File: config.mk
export PLATFORM = sky130hd
export DESIGN_NAME = bram_port_arbiter
export DESIGN_NICKNAME = d
export VERILOG_FILES = /design/src/rtl/bram_port_arbiter.sv
export SDC_FILE = /design/constraint.sdc
export NUM_CORES = 1
export LEC_CHECK = 0
export ABC_AREA = 1
export CORE_AREA = 2 2 99 101
export DETAILED_ROUTE_END_ITERATION = 10
export DIE_AREA = 0 0 101 103
export PLACE_DENSITY = 0.78
export SKIP_CTS_REPAIR_TIMING = 1
export SLEW_MARGIN = 20
export SYNTH_ARGS = -nofsm -noshare
export SYNTH_HDL_FRONTEND = slang
export SYNTH_SLANG_ARGS = --single-unit
File: constraint.sdc
create_clock -name clk -period 5.5 [get_ports clk]
set_clock_uncertainty 0.2 [all_clocks]
set_input_delay 0.55 -clock clk [delete_from_list [all_inputs] [get_ports clk]]
set_output_delay 0.55 -clock clk [all_outputs]
set_load 0.01 [all_outputs]
File: src/rtl/bram_port_arbiter.sv
// Arbiter sharing one simple dual-port BRAM: round-robin tagged read port, fixed-priority write port.
// Optional conflict statistics counter enabled by defining BRAM_ARB_STATS_EN.
module bram_port_arbiter #(
   parameter int unsigned NUM_RD = 4,
   parameter int unsigned DATA_W = 32,
   parameter int unsigned DEPTH  = 256,
   localparam int unsigned AW    = $clog2(DEPTH),
   localparam int unsigned IDW   = $clog2(NUM_RD)
) (
   input  logic                 clk,
   input  logic                 rst,
   input  logic [NUM_RD-1:0]    rd_req,
   input  logic [NUM_RD*AW-1:0] rd_addr,
   output logic [NUM_RD-1:0]    rd_gnt,
   output logic                 rsp_valid,
   output logic [IDW-1:0]       rsp_id,
   output logic [DATA_W-1:0]    rsp_data,
   input  logic                 ld_wr_en,
   input  logic [AW-1:0]        ld_addr,
   input  logic [DATA_W-1:0]    ld_din,
   output logic                 ld_ack,
   input  logic                 pe_wr_en,
   input  logic [AW-1:0]        pe_addr,
   input  logic [DATA_W-1:0]    pe_din,
   output logic                 pe_ack,
   output logic                 bram_we,
   output logic [AW-1:0]        bram_addrin,
   output logic [DATA_W-1:0]    bram_din,
   output logic [AW-1:0]        bram_addrout,
   input  logic [DATA_W-1:0]    bram_dout,
   output logic [15:0]          conflict_cnt
);

   logic [IDW-1:0]    r_ptr;
   logic              r_s1_vld;
   logic [IDW-1:0]    r_s1_id;
   logic              r_rsp_valid;
   logic [IDW-1:0]    r_rsp_id;
   logic [DATA_W-1:0] r_rsp_data;

   logic [NUM_RD-1:0] w_gnt;
   logic [IDW-1:0]    w_gnt_idx;
   logic              w_gnt_any;
   logic [AW-1:0]     w_rd_addr;

   // Round-robin search starting just after the last winner; no grants while in reset
   always_comb begin
      int unsigned v_idx;
      v_idx     = 0;
      w_gnt     = '0;
      w_gnt_idx = '0;
      w_gnt_any = 1'b0;
      for (int unsigned k = 1; k <= NUM_RD; k++) begin
         v_idx = (32'(r_ptr) + k) % NUM_RD;
         if (!rst && !w_gnt_any && rd_req[IDW'(v_idx)]) begin
            w_gnt_any = 1'b1;
            w_gnt_idx = IDW'(v_idx);
         end
      end
      if (w_gnt_any) begin
         w_gnt[w_gnt_idx] = 1'b1;
      end
   end

   // Read address mux from the one-hot grant
   always_comb begin
      w_rd_addr = '0;
      for (int i = 0; i < int'(NUM_RD); i++) begin
         if (w_gnt[i]) begin
            w_rd_addr = rd_addr[i*AW +: AW];
         end
      end
   end

   // Two-stage tag pipeline matching the BRAM's registered read address
   always_ff @(posedge clk) begin
      if (rst) begin
         r_ptr       <= IDW'(NUM_RD - 1);
         r_s1_vld    <= 1'b0;
         r_s1_id     <= '0;
         r_rsp_valid <= 1'b0;
         r_rsp_id    <= '0;
         r_rsp_data  <= '0;
      end else begin
         if (w_gnt_any) begin
            r_ptr <= w_gnt_idx;
         end
         r_s1_vld    <= w_gnt_any;
         r_s1_id     <= w_gnt_idx;
         r_rsp_valid <= r_s1_vld;
         if (r_s1_vld) begin
            r_rsp_id   <= r_s1_id;
            r_rsp_data <= bram_dout;
         end
      end
   end

   assign rd_gnt       = w_gnt;
   assign bram_addrout = w_rd_addr;
   assign rsp_valid    = r_rsp_valid;
   assign rsp_id       = r_rsp_id;
   assign rsp_data     = r_rsp_data;

   // Loader always beats PE update on the write port
   always_comb begin
      ld_ack      = 1'b0;
      pe_ack      = 1'b0;
      bram_we     = 1'b0;
      bram_addrin = '0;
      bram_din    = '0;
      if (ld_wr_en) begin
         ld_ack      = 1'b1;
         bram_we     = 1'b1;
         bram_addrin = ld_addr;
         bram_din    = ld_din;
      end else if (pe_wr_en) begin
         pe_ack      = 1'b1;
         bram_we     = 1'b1;
         bram_addrin = pe_addr;
         bram_din    = pe_din;
      end
   end

`ifdef BRAM_ARB_STATS_EN
   logic [15:0] r_conflict_cnt;
   logic        w_conflict;

   assign w_conflict = (|(rd_req & (rd_req - NUM_RD'(1)))) || (ld_wr_en && pe_wr_en);

   // Saturating count of cycles with contention on either port
   always_ff @(posedge clk) begin
      if (rst) begin
         r_conflict_cnt <= '0;
      end else if (w_conflict && (r_conflict_cnt != 16'hFFFF)) begin
         r_conflict_cnt <= r_conflict_cnt + 16'd1;
      end
   end

   assign conflict_cnt = r_conflict_cnt;
`else
   assign conflict_cnt = '0;
`endif

endmodule
# Word-level counts from Yosys, hierarchy flattened

Index checks and enable logic that the tools add are counted.

Logic and storage cells: 59
Bits of input ports: 152
Output and inout bits: 106
Register bits: 40

$add $sub $neg: 4
Mux-type cells: 31
Reductions and logical operators: 12
Magnitude comparators: 6

Operators by type and width:

| kind                | number |
|---|---|
| $mux 32             | 2 |
| $mux 8              | 6 |
| $lt 2x3->1 const B  | 5 |
| $mux 1              | 13 |
| $bmux 1 s2          | 4 |
| $logic_and 1x1->1   | 8 |
| $mux 2              | 4 |
| $add 2x1->2 const B | 2 |
| $add 2x2->2 const B | 2 |
| $logic_not 1->1     | 4 |
| $mux 4              | 1 |
| $demux 1 s2         | 1 |
| $ge 2x1->1 const B  | 1 |

# Logic depth before layout (Yosys ltp)

Word-level depth: 26
Depth in mapped cells: 16
Mapped depth without buffers: 15

# Worst setup path after synthesis

OpenSTA, ideal clock, no wires.

Path kind: input to output
Start: in rd_req[3]
End: out bram_addrout[7]
Slack: 3.087 ns
Stages: 12
Required time: 4.750 ns
Buffers on the path: 1
Arrival time: 1.663 ns
Cell sequence: nand2_1 nand3_1 a31oi_1 inv_1 nand2_1 nand2_1 nor2_4 buf_6 nand3_1 nand2_1 nand2_1 nand2_1

Word-level cells in the longest chain between the ends: 25
Elaborated cells on any way between the ends: 36
Classes of those cells: 2 x order compare; 23 x mux; 11 x reduce/logical

RTL lines:

| item                                                           | line | RTL |
|---|---|---|
| from (decl)                                                    | 12   | `input logic [NUM_RD-1:0] rd_req,` |
| $bmux 1 s2                                                     | 55   | `if (!rst && !w_gnt_any && rd_req[IDW'(v_idx)]) begin` |
| $mux 1 (not written as such)                                   | 55   |  |
| $logic_and 1x1->1                                              | 55   |  |
| $mux 1                                                         | 55   |  |
| $logic_not 1->1                                                | 55   |  |
| $logic_and 1x1->1 (2 in a row)                                 | 55   |  |
| $mux 1                                                         | 55   |  |
| $logic_not 1->1                                                | 55   |  |
| [... 6 more ...]                                               | n/a  |  |
| $mux 2                                                         | 55   |  |
| $lt 2x3->1 (not written as such) or $ge 2x1->1 (tied branches) | 61   | `w_gnt[w_gnt_idx] = 1'b1;` |
| $logic_and 1x1->1 (not written as such)                        | 61   |  |
| $mux 1 (not written as such)                                   | 61   |  |
| $demux 1 s2                                                    | 61   |  |
| $mux 4 (*)                                                     | 60   | `if (w_gnt_any) begin` |
| $mux 8 (3 in a row)                                            | 69   | `if (w_gnt[i]) begin` |
| $mux 8 (*)                                                     | 69   |  |
| to (decl)                                                      | 29   | `output logic [AW-1:0] bram_addrout,` |

Mark *: on every way between the ends. The rest lies on a longest branch, timed or not. The select of a mux whose other input is x is not followed.

# Final worst setup path

Start: in rst
End: out bram_addrout[6]

Word-level cells in the longest chain between the ends: 24
Elaborated cells on any way between the ends: 29
Classes of those cells: 2 x order compare; 15 x mux; 12 x reduce/logical

RTL lines:

| item                                                           | line | RTL |
|---|---|---|
| from (decl)                                                    | 11   | `input logic rst,` |
| $logic_not 1->1 (*)                                            | 55   |  |
| $logic_and 1x1->1                                              | 55   |  |
| $mux 1                                                         | 55   |  |
| $logic_not 1->1                                                | 55   |  |
| $logic_and 1x1->1 (2 in a row)                                 | 55   |  |
| $mux 1                                                         | 55   |  |
| $logic_not 1->1                                                | 55   |  |
| $logic_and 1x1->1 (2 in a row)                                 | 55   |  |
| [... 4 more ...]                                               | n/a  |  |
| $mux 2                                                         | 55   |  |
| $lt 2x3->1 (not written as such) or $ge 2x1->1 (tied branches) | 61   |  |
| $logic_and 1x1->1 (not written as such)                        | 61   |  |
| $mux 1 (not written as such)                                   | 61   |  |
| $demux 1 s2                                                    | 61   |  |
| $mux 4 (*)                                                     | 60   |  |
| $mux 8 (3 in a row)                                            | 69   |  |
| $mux 8 (*)                                                     | 69   |  |

Mark *: on every way between the ends. The rest lies on a longest branch, timed or not.

==> results.md <==
* Routed wire length at 12.46 mm
* Syn Inst Count at around 400
* Synthesized flop and latch total at 40
* Critical path launch point type: primary input
* Worst hold slack at ~0.27 ns
* Synth top area cells: dfxtp_1 31%, nand2_1 14%, a22o_1 14%
* Routed wl met3 at between 1 and 1.5 mm
* Fraction of layout cells with a size suffix above 1 at 4.662%
* CP arrival at 3.92 ns
* Slew @ Worst Pin at 1.031 ns
* Worst Path Required at between 4 and 5 ns
* Post-synth top flop: dfxtp_1
* Min-Delay Path Class: reg -> reg
* Fin crit period at 4.672 ns
* Setup TNS at 0 ns
* Final hold violation count at 0
* Status: finished clean
* Largest net degree at the start of global routing at 44
* Die Wd at 101 um
* Routed vias/inst at around 4.7
* Critical path class: in -> out
* Finish-stage setup viols at 0
* CP max FO at 43
* Worst-Skew Late Latency at 0.29 ns
* Asr flop ratio synth at 0%
* Pwr dens at 369.1 mW/mm^2
* Yosys warnings at 0
* I/O pins at 258
* Avg Inst Size Synth at 6.499 sq um
* I/O Buffers at 241
* First-pass GRT wire length at 17.14 mm
* Overflow after GRT at 0
* Die Y at about 100 um
* Fin nets at 773
* Layout area overhead at 95.97%
* Worst Setup End Kind: output port
* Clk buf depth at 2
* # rows at 36
* Sequential element share of the synthesized area at 31.04%
* H-tree levels at 2
* Peak supply drop at roughly 0.00032 V
* WL per Instance at 16.91 um
* Initial antenna violation count at 2
* Initial core utilization at 27.28%
* RSZ-0062 raised after global routing: no
* Most frequent cell after synthesis: nand2_1
* Worst-path clk slew at 0.08 ns
* Static Leak at 2.200 nW
* Post-DRT Antenna Nets at 0
* Slew headroom at roughly 31%
* Die area at 0.01040 sq mm
* Top sig layer: met5
* Final Wtd Congestion at around 0.86
* Starting DRT DRC Count at 112
* Drt drc at 0
* Max Cap Viol at 0
* CTS buffer count at 5
* Detailed Routing Iterations Pass 1 at 4
* Vias in the first global route at 3106
* Vias at about 3500
* M1 WL at 4.960 mm
* Gr usage total at between 20% and 30%
* Metal2 WL at between 6 and 7 mm
* Pins over their slew limit at 0
* DP HPWL at approximately 11 mm
* Core Box Area at roughly 0.0095 sq mm
* Clk sinks at 40
* Period utilization at between 80% and 90%
* Netlist cell types at 22
* Synth top area share at just over 30%
* Most frequent cells after synthesis: 95 x nand2_1, 79 x nor2_1, 40 x a22o_1, 40 x dfxtp_1, 34 x o21ai_0
* Synth area leader: dfxtp_1
* CTS tree: built
* Clock root buffer: clkbuf_8
* Mapped Area at roughly 0.0026 sq mm
* Fmax at roughly 0.21 GHz
* EDFF count, synth at 0
cell usage in the layout, fill, tap and decap left out, drive strengths merged, types with 2 or more instances in the layout:
master	instances
clkdlybuf4s50	241
o21ai	34
nor3	2
clkbuf	6
o211ai	2
a22o	40
nand2	100
nand3	24
clkinv	4
inv	22
conb	16
nand4	4
buf	2
nor2	83
dfxtp	40
power by group:
| part | total, mW | internal (mW) | switching [mW] |
|---|---|---|---|
| Clock | 0.200 | 0.100 | 0.100 |
| Combinational | 1.21 | 0.580 | 0.626 |
| Sequential | 0.460 | 0.378 | 0.0815 |
cell families after synthesis:
family | count (synthesis) | synth area share (%)
buffers and inverters | 65 | 13.09
AND/OR/NAND/NOR | 214 | 34.72
AO/OA/AOI/OAI | 77 | 21.00
flip-flops | 40 | 31.04
other | 1 | 0.1454
sequential cells by signal, summed over array words and instances (netlist names):
signal,cells
rsp_data,32
r_ptr,2
r_s1_id,2
rsp_id,2
r_s1_vld,1
rsp_valid,1
stage by stage:
stage | util [%] | total power, mW | setup WS (ns) | instances | instance area, sq um
CTS | 53.43 | 1.878 | 1.076 | 736 | 5054
global route | 53.45 | 2.025 | 0.4163 | 737 | 5056
global placement | 52.45 | 1.651 | 1.202 | 728 | 4961
detailed placement | 52.45 | 1.668 | 1.109 | 728 | 4961
finish | 53.45 | 1.866 | 0.8277 | 737 | 5056
floorplan | - | 1.112 | 3.087 | 412 | 2636
final cells by class:
type / instances / area (sq um)
flip-flops and latches: 40 / 800.8
multi-input cells: 307 / 1500
clock buffers: 6 / 82.58
fillers: 925 / 4403
diodes: 1 / 2.502
clock inverters: 2 / 10.01
well taps: 114 / 142.6
inverters: 24 / 90.09
repair buffers: 243 / 2427
path summary, 6_finish.rpt:
path,start,end,slack (ns),cells past startpoint
setup reg to reg,r_s1_vld,rsp_data[25],2.58,3
setup / recovery,rst,bram_addrout[6],0.83,12
hold reg to reg,r_s1_id[1],rsp_id[1],0.27,2
hold / removal,r_s1_id[1],rsp_id[1],0.27,2
worst max-delay path, stage by stage:
cell and delay (ns):
clkdlybuf4s50_1 0.54, clkinv_1 0.79, nand3_1 0.40, nand2_1 0.10
inv_2 0.07, nand4_1 0.10, nand2_2 0.26, inv_2 0.16
nor2_4 0.25, nand2_1 0.09, nand2_1 0.07, clkdlybuf4s50_1 0.53
per-layer routing:
| layer | up-vias | global-route usage (%) |
|---|---|---|
| met5 | - | 0 |
| met4 | 2 | 7.277 |
| met3 | 15 | 5.424 |
| met2 | 164 | 38.56 |
| met1 | 1554 | 26.22 |
| li1 | 1717 | - |
No activity file was read; power rests on OpenSTA's default activity.
